### src/rtl/booth_seq_mul.sv
// booth_seq_mul: sequential Booth signed multiplier with a start/done handshake.
//
// Multiplies two WIDTH-bit two's-complement operands and returns the exact 2*WIDTH-bit
// product. This is also exact when an operand is the most-negative value.
// The default build retires one multiplier bit per cycle (radix-2, ITER = WIDTH).
// Defining BOOTH_SEQ_MUL_RADIX4_EN selects modified-Booth radix-4, which retires two bits
// per cycle (ITER = WIDTH/2). Both builds have the same ports and handshake.
//
// Ports:
//   clk    rising-edge clock
//   rst_n  synchronous active-low reset
//   start  request, accepted only while idle (busy = 0)
//   m, q   signed multiplicand / multiplier, captured on accept
//   busy   high from the cycle after accept through the done cycle
//   done   one-cycle pulse, p valid in the same cycle
//   p      signed product, held until the next done or reset
module booth_seq_mul #(
  parameter int unsigned WIDTH = 16
) (
  input  logic               clk,
  input  logic               rst_n,
  input  logic               start,
  input  logic [WIDTH-1:0]   m,
  input  logic [WIDTH-1:0]   q,
  output logic               busy,
  output logic               done,
  output logic [2*WIDTH-1:0] p
);

`ifdef BOOTH_SEQ_MUL_RADIX4_EN
  localparam int unsigned Ext  = 2;
  localparam int unsigned Iter = WIDTH / 2;
`else
  localparam int unsigned Ext  = 1;
  localparam int unsigned Iter = WIDTH;
`endif
  // Extra accumulator headroom keeps A - M (or A - 2M) from overflowing on -2^(WIDTH-1).
  localparam int unsigned AW   = WIDTH + Ext;
  localparam int unsigned CntW = $clog2(Iter);

  typedef enum logic [1:0] {StIdle, StRun, StDone} state_e;

  state_e             state_q, state_d;
  logic [AW-1:0]      m_q, m_d;
  logic [AW-1:0]      a_q, a_d;
  logic [WIDTH-1:0]   qr_q, qr_d;
  logic               q1_q, q1_d;
  logic [CntW-1:0]    cnt_q, cnt_d;
  logic [2*WIDTH-1:0] p_q, p_d;

  logic               accept;
  logic               last_step;
  logic [AW-1:0]      sum;
  logic [AW-1:0]      a_step;
  logic [WIDTH-1:0]   q_step;
  logic               q1_step;

  assign accept    = (state_q == StIdle) && start;
  assign last_step = (cnt_q == CntW'(Iter - 1));

  // One Booth step: add the recoded digit, then arithmetic shift of {A,Q,q_1}.
  always_comb begin
    sum = a_q;
`ifdef BOOTH_SEQ_MUL_RADIX4_EN
    unique case ({qr_q[1:0], q1_q})
      3'b001, 3'b010: sum = a_q + m_q;
      3'b011:         sum = a_q + (m_q << 1);
      3'b100:         sum = a_q - (m_q << 1);
      3'b101, 3'b110: sum = a_q - m_q;
      default:        sum = a_q;
    endcase
    a_step  = {{2{sum[AW-1]}}, sum[AW-1:2]};
    q_step  = {sum[1:0], qr_q[WIDTH-1:2]};
    q1_step = qr_q[1];
`else
    unique case ({qr_q[0], q1_q})
      2'b10:   sum = a_q - m_q;
      2'b01:   sum = a_q + m_q;
      default: sum = a_q;
    endcase
    a_step  = {sum[AW-1], sum[AW-1:1]};
    q_step  = {sum[0], qr_q[WIDTH-1:1]};
    q1_step = qr_q[0];
`endif
  end

  // Next-state logic
  always_comb begin
    state_d = state_q;
    unique case (state_q)
      StIdle:  if (start) state_d = StRun;
      StRun:   if (last_step) state_d = StDone;
      StDone:  state_d = StIdle;
      default: state_d = StIdle;
    endcase
  end

  // Datapath next-state
  always_comb begin
    m_d   = m_q;
    a_d   = a_q;
    qr_d  = qr_q;
    q1_d  = q1_q;
    cnt_d = cnt_q;
    p_d   = p_q;
    if (accept) begin
      m_d   = {{Ext{m[WIDTH-1]}}, m};
      a_d   = '0;
      qr_d  = q;
      q1_d  = 1'b0;
      cnt_d = '0;
    end else if (state_q == StRun) begin
      a_d   = a_step;
      qr_d  = q_step;
      q1_d  = q1_step;
      cnt_d = cnt_q + 1'b1;
      // Load p on the final step so it is already valid in the done cycle.
      if (last_step) p_d = {a_step[WIDTH-1:0], q_step};
    end
  end

  always_ff @(posedge clk) begin
    if (!rst_n) begin
      state_q <= StIdle;
      m_q     <= '0;
      a_q     <= '0;
      qr_q    <= '0;
      q1_q    <= 1'b0;
      cnt_q   <= '0;
      p_q     <= '0;
    end else begin
      state_q <= state_d;
      m_q     <= m_d;
      a_q     <= a_d;
      qr_q    <= qr_d;
      q1_q    <= q1_d;
      cnt_q   <= cnt_d;
      p_q     <= p_d;
    end
  end

  // Outputs
  always_comb begin
    busy = (state_q != StIdle);
    done = (state_q == StDone);
    p    = p_q;
  end

endmodule

### config.mk
export PLATFORM = sky130hd
export DESIGN_NAME = booth_seq_mul
export DESIGN_NICKNAME = d
export VERILOG_FILES = /design/src/rtl/booth_seq_mul.sv
export SDC_FILE = /design/constraint.sdc
export NUM_CORES = 1
export LEC_CHECK = 0
export ABC_AREA = 0
export CORE_MARGIN = 3
export CORE_UTILIZATION = 52
export CTS_BUF_LIST = sky130_fd_sc_hd__clkbuf_8
export DETAILED_ROUTE_END_ITERATION = 6
export DONT_BUFFER_PORTS = 1
export PLACE_DENSITY_LB_ADDON = 0.2
export SYNTH_ARGS = -nofsm -noshare
export SYNTH_HDL_FRONTEND = slang
export SYNTH_SLANG_ARGS = --single-unit
### constraint.sdc
create_clock -name clk -period 4.4 [get_ports clk]
set_clock_uncertainty 0.15 [all_clocks]
set_input_delay 1.1 -clock clk [delete_from_list [all_inputs] [get_ports clk]]
set_output_delay 1.1 -clock clk [all_outputs]
set_load 0.05 [all_outputs]
# Word level (Yosys, flattened, before mapping)
# Index checks and enable logic that the tools add are counted.
# word_totals
register_bits,87
input_bits,35
out_inout_bits,34
word_cells,32
# op_classes
addsub,3
eq_ne,7
n_mux,6
bitwise,2
reduce_logical,7
# ops
op,count
17-bit one-hot mux with 2 select lines,1
16-bit 2-to-1 mux,2
16-bit by 16-bit adder with 17-bit output,1
16-bit by 16-bit subtractor with 17-bit output,1
4-bit by 1-bit adder with 4-bit output (second input constant),1
2-bit by 1-bit == test with 1-bit output (second input constant),2
2-bit == test (second input constant),2
4-bit == test (second input constant),1
2-bit 2-to-1 mux,2
2-bit inequality test (second input constant),2
2-bit one-hot mux with 2 select lines,1
2-bit nonzero test,2
3-bit AND reduction,1
2-bit logical NOT,1
1-bit inverter,2
2-bit AND reduction,1
2-bit OR reduction,1
1-bit logical AND,1

# Logic depth before layout (Yosys ltp)
# depth
ltp_word,4
depth_mapped,14
depth_no_buf,13

# Worst setup path after synthesis
# Ideal clock, no wire load.
# synth_timing
kind,register to register
startpoint,register m_q[0]
endpoint,register a_q[13]
setup_ns,0.129
t_arrival_ns,2.911
required_time_ns,4.121
path_slack_ns,1.210
path_stages_with_launch,12
n_path_buf,0
synth_period_minus_slack_ns,3.190
cell_sequence,dfxtp_1 -> or4_1 -> nor3_1 -> a21oi_1 -> xor2_1 -> ha_1 -> a21o_1 -> a21o_1 -> a311o_1 -> a31oi_1 -> xor2_1 -> a21oi_1
# synth_between
elab_chain_len,2
# synth_lines
item,line_no,text
start: declaration,44,"logic [AW-1:0] m_q, m_d;"
start signal: assignment,133,m_q <= m_d;
16-bit by 16-bit adder with 17-bit output / 16-bit by 16-bit subtractor with 17-bit output (equally long branches),"78, 77",
17-bit one-hot mux with 2 select lines *,76,"unique case ({qr_q[0], q1_q})"
end signal: assignment,126,a_q <= '0;
end signal: assignment,134,a_q <= a_d;
end: declaration,45,"logic [AW-1:0] a_q, a_d;"
# Every way passes the cells marked *; elsewhere a longest branch is shown, timed or not.
# A chain may end at the register's enable or synchronous reset.

# Final worst setup path
# layout_timing
startpoint,register m_q[0]
endpoint,register p_q[29] (netlist: p[29])
# layout_between
elab_chain_len,2
# layout_lines
item,line_no,text
16-bit by 16-bit adder with 17-bit output / 16-bit by 16-bit subtractor with 17-bit output (equally long branches),"78, 77",
17-bit one-hot mux with 2 select lines *,76,
end signal: assignment,138,p_q <= p_d;
end: declaration,49,"logic [2*WIDTH-1:0] p_q, p_d;"
# Marked as above.

==> results.py <==
metrics = {
    "outcome": {
        "run_status": "finished clean",
    },
    "sta": {
        "setup_total_negative_slack_ps": 0,
        "fin_crit_sh": 0.8157,
        "setup_repair_after_global_routing_missed_its_margin": "no",
        "setup_violating_endpoint_count_in_the_final_report": 0,
        "timing_worst_slew_pin_value_ps": 1030,
        "timing.final.max_slew_violations": 0,
        "timing.max_slew.rel_slack": 0.3127,
        "finalHoldViolCount": 0,
        "period_needed_ps": 3589,
        "achievable-frequency_mhz": 278.6,
    },
    "logic_synthesis": {
        "yosysWarnings": 0,
        "synth.area.top_cells": "dfxtp_1, a21oi_1, nand2_1",
        "post_synth_instance_area_um2": 4462,
        "primary_ff_master_synth": "dfxtp_1",
        "ys_ff_latch": 87,
        "yosysMostFrequentCell": "nand2_1",
        "netlist_instances": 566,
        "synth-async-reset-ratio": 0,
        "synth_area_per_cell_um2": 7.883,
        "synthTopCellsByCount": "nand2_1, a21oi_1, dfxtp_1",
        "synth_largest_area_cell": "dfxtp_1",
        "synth.top_cell.area_share": 0.3904,
        "synth.yosys.seq_area_share": 0.3904,
        "synth_cell_types": 44,
        "number_of_enable_type_register_cells_in_the_synthesized_netlist": 0,
        "syn_nets": 622,
    },
    "floorplan": {
        "effective_utilization_at_floorplan": 0.5403,
        "die_y_um": 98.63,
        "core_area_um2": 8258,
        "die_x_um": 98.63,
        "die_area_um2": 9728,
        "num_io_pins": 69,
        "row_count": 33,
    },
    "job": {
        "max_cap_viol_count": 0,
    },
    "final_layout": {
        "post_route_cells_drive_above_1_share": 0.05586,
        "layout_nets": 606,
        "area_delta_synth_final_pct": 6.001,
        "finish.utilization": 0.5727,
        "n_fill_cell": 786,
        "antenna_cells": 0,
        "fin_cells": 660,
    },
    "clocking": {
        "tritoncts.num_buffers": 9,
        "tritoncts_num_sinks": 87,
        "clk_pin_slew_worst_paths_ps": 90,
        "cts_tree": "yes",
        "clock_tree.root_cell": "clkbuf_8",
        "number_of_buffers_inserted_for_hold_repair_after_clock_tree_synthesis": 0,
        "cts.path.max_buffers": 2,
        "cts_setup_buffers": 0,
        "htree_levels": 3,
        "clk_latency_ps": 350,
        "post_cts.resized_instances": 0,
    },
    "grt": {
        "grt_first_pass_wirelength_mm": 18.69,
        "grt_remaining_overflow": 0,
        "first_global_vias": 3812,
        "grt_start_max_net_pins": 59,
        "grt_util_all_layers": 0.2331,
        "antenna_found_initial": 0,
    },
    "drt": {
        "drt-total-wl_mm": 11.04,
        "num_vias": 3907,
        "drt_iter0_markers": 165,
        "post_drt_via_cell_ratio": 5.920,
        "ant_nets": 0,
        "drt_pass1_iterations": 4,
        "drc_errors": 0,
        "drt-wirelength-per-cell_um": 16.72,
    },
    "critical_path": {
        "max_stage_delay_ps": 550,
        "cell_with_the_biggest_individual_delay_on_the_critical_path": "or4_1",
        "timing.critical_path.from": "m_q[0]$_SDFFE_PN0P_",
        "crit_buf_inv": 0,
        "worstSetupEndpointType": "flip-flop",
        "critical_path.reg2reg.startpoint": "m_q[0]$_SDFFE_PN0P_",
        "worstSetupStartpointType": "flip-flop",
        "worst_ep_arrival_time_ps": 3670,
        "timing.rr.end": "p[29]$_SDFFE_PN0P_",
        "path_common_cell": "a21oi_1",
        "crit_required_ps": 4480,
        "timing.setup.critical_path_class": "flip-flop to flip-flop",
        "critPathCapture": "p[29]$_SDFFE_PN0P_",
        "timing.critical_path.depth": 11,
        "critPathTopFamily": "compound AO/OA/AOI/OAI gates",
        "path_cells": "or4_1 -> nor3_1 -> a21oi_1 -> xor2_1 -> ha_1 -> a21oi_1 -> o21ai_0 -> a311o_1 -> a31oi_1 -> xor2_1 -> a21oi_1",
        "number_of_cells_on_the_worst_reg_to_reg_path": 11,
        "timing.reg2reg.setup_slack_ps": 810,
        "timing.critical_path.fanout_max": 8,
    },
    "hold_path": {
        "min-delay-path-class": "flip-flop to flip-flop",
        "worstHoldStart": "qr_q[6]$_SDFFE_PN0P_",
    },
    "place": {
        "port_buffers": 0,
        "place.gp.congestion": 0.8884,
        "numPlacedInstances": 644,
        "dp.final_hpwl_mm": 7.995,
    },
    "pwr": {
        "vdd_drop_max_mv": 0.1972,
        "p_leak_nw": 1.805,
        "p_per_area_nw_per_um2": 389.0,
    },
}
==> cell families after synthesis <==
| group | after synthesis | share of synthesized area |
|---|---|---|
| DFF | 87 | 0.3904 |
| xor gates and xnor gates | 27 | 0.05300 |
| muxes | 8 | 0.01823 |
| adders and majority gates | 21 | 0.06057 |
| buffers and inverters | 41 | 0.03449 |
| and+or+nand+nor | 209 | 0.2112 |
| AOI/OAI and AO/OA | 173 | 0.2322 |
==> metrics by stage <==
stage	power, mW	cell area (µm²)	worst slack, ps	hold slack (ps)
floorplan	1.183	4462	1210	290.0
global placement	1.266	4524	908.4	298.5
detailed placement	1.271	4524	839.9	314.8
CTS	1.845	4730	806.7	324.0
global route	1.941	4730	499.9	347.1
finish	1.840	4730	810.8	322.9
==> power by group <==
group | total, mW | internal (mW) | switching, mW
sequential | 0.846 | 0.816 | 0.0300
clock | 0.583 | 0.270 | 0.313
combinational | 0.411 | 0.155 | 0.257
total | 1.84 | 1.24 | 0.600
==> how the worst min path moves through the flow <==
| stage | end | cells after the start |
|---|---|---|
| 2_1_floorplan | q1_q$_SDFFE_PP0P_ | 2 |
| 3_3_place_gp | q1_q$_SDFFE_PP0P_ | 2 |
| 3_5_place_dp | qr_q[6]$_SDFFE_PN0P_ | 2 |
| 4_1_cts | p[2]$_SDFFE_PN0P_ | 2 |
| 5_1_grt | q1_q$_SDFFE_PP0P_ | 2 |
| 6_report | p[5]$_SDFFE_PN0P_ | 2 |
==> state kept, by name, summed over array words and instances (netlist names) <==
name	flops
state_q	2
p	32
qr_q	16
a_q	16
m_q	16
q1_q	1
cnt_q	4
==> routing by layer <==
metal | global-route usage | part of all wire
met1 | 0.3162 | 0.46
met2 | 0.3729 | 0.46
met3 | 0.04883 | 0.055
met4 | 0.07458 | 0.018
met5 | 0 | 0
==> area by class of cell <==
| type | count | area, µm² | share of cell area |
|---|---|---|---|
| well taps | 105 | 131.4 | 0.02778 |
| repair buffers | 6 | 45.04 | 0.009524 |
| multi-input cells | 438 | 2576 | 0.5447 |
| inverters | 8 | 30.03 | 0.006349 |
| clock buffers | 9 | 123.9 | 0.02619 |
| flip-flops and latches | 87 | 1742 | 0.3683 |
| clock inverters | 7 | 81.33 | 0.01720 |
==> cell usage in the layout (no fill, tap or decap), types with 3 or more instances in the layout <==
| cell type | count |
|---|---|
| nand2_1 | 113 |
| a21oi_1 | 88 |
| dfxtp_1 | 87 |
| nor2_1 | 39 |
| ha_1 | 20 |
| xor2_1 | 19 |
| o21ai_0 | 17 |
| a22oi_1 | 15 |
| a211oi_1 | 14 |
| a31oi_1 | 13 |
| nand3_1 | 11 |
| a21o_1 | 9 |
| clkbuf_8 | 9 |
| xnor2_1 | 8 |
| nand4_1 | 7 |
| nor3_1 | 7 |
| inv_1 | 7 |
| mux2i_1 | 7 |
| o211ai_1 | 6 |
| buf_4 | 6 |
| nand2b_1 | 5 |
| nand3b_1 | 4 |
| nor2b_1 | 3 |
| o21bai_1 | 3 |
| and2_1 | 3 |
| and3_1 | 3 |
==> tightest hold or removal path, stage by stage, from the launching register on <==
cell	delay [ps]
dfxtp_1	330
nand2_1	60
a21oi_1	50
Power figures use the tool's default switching activity.
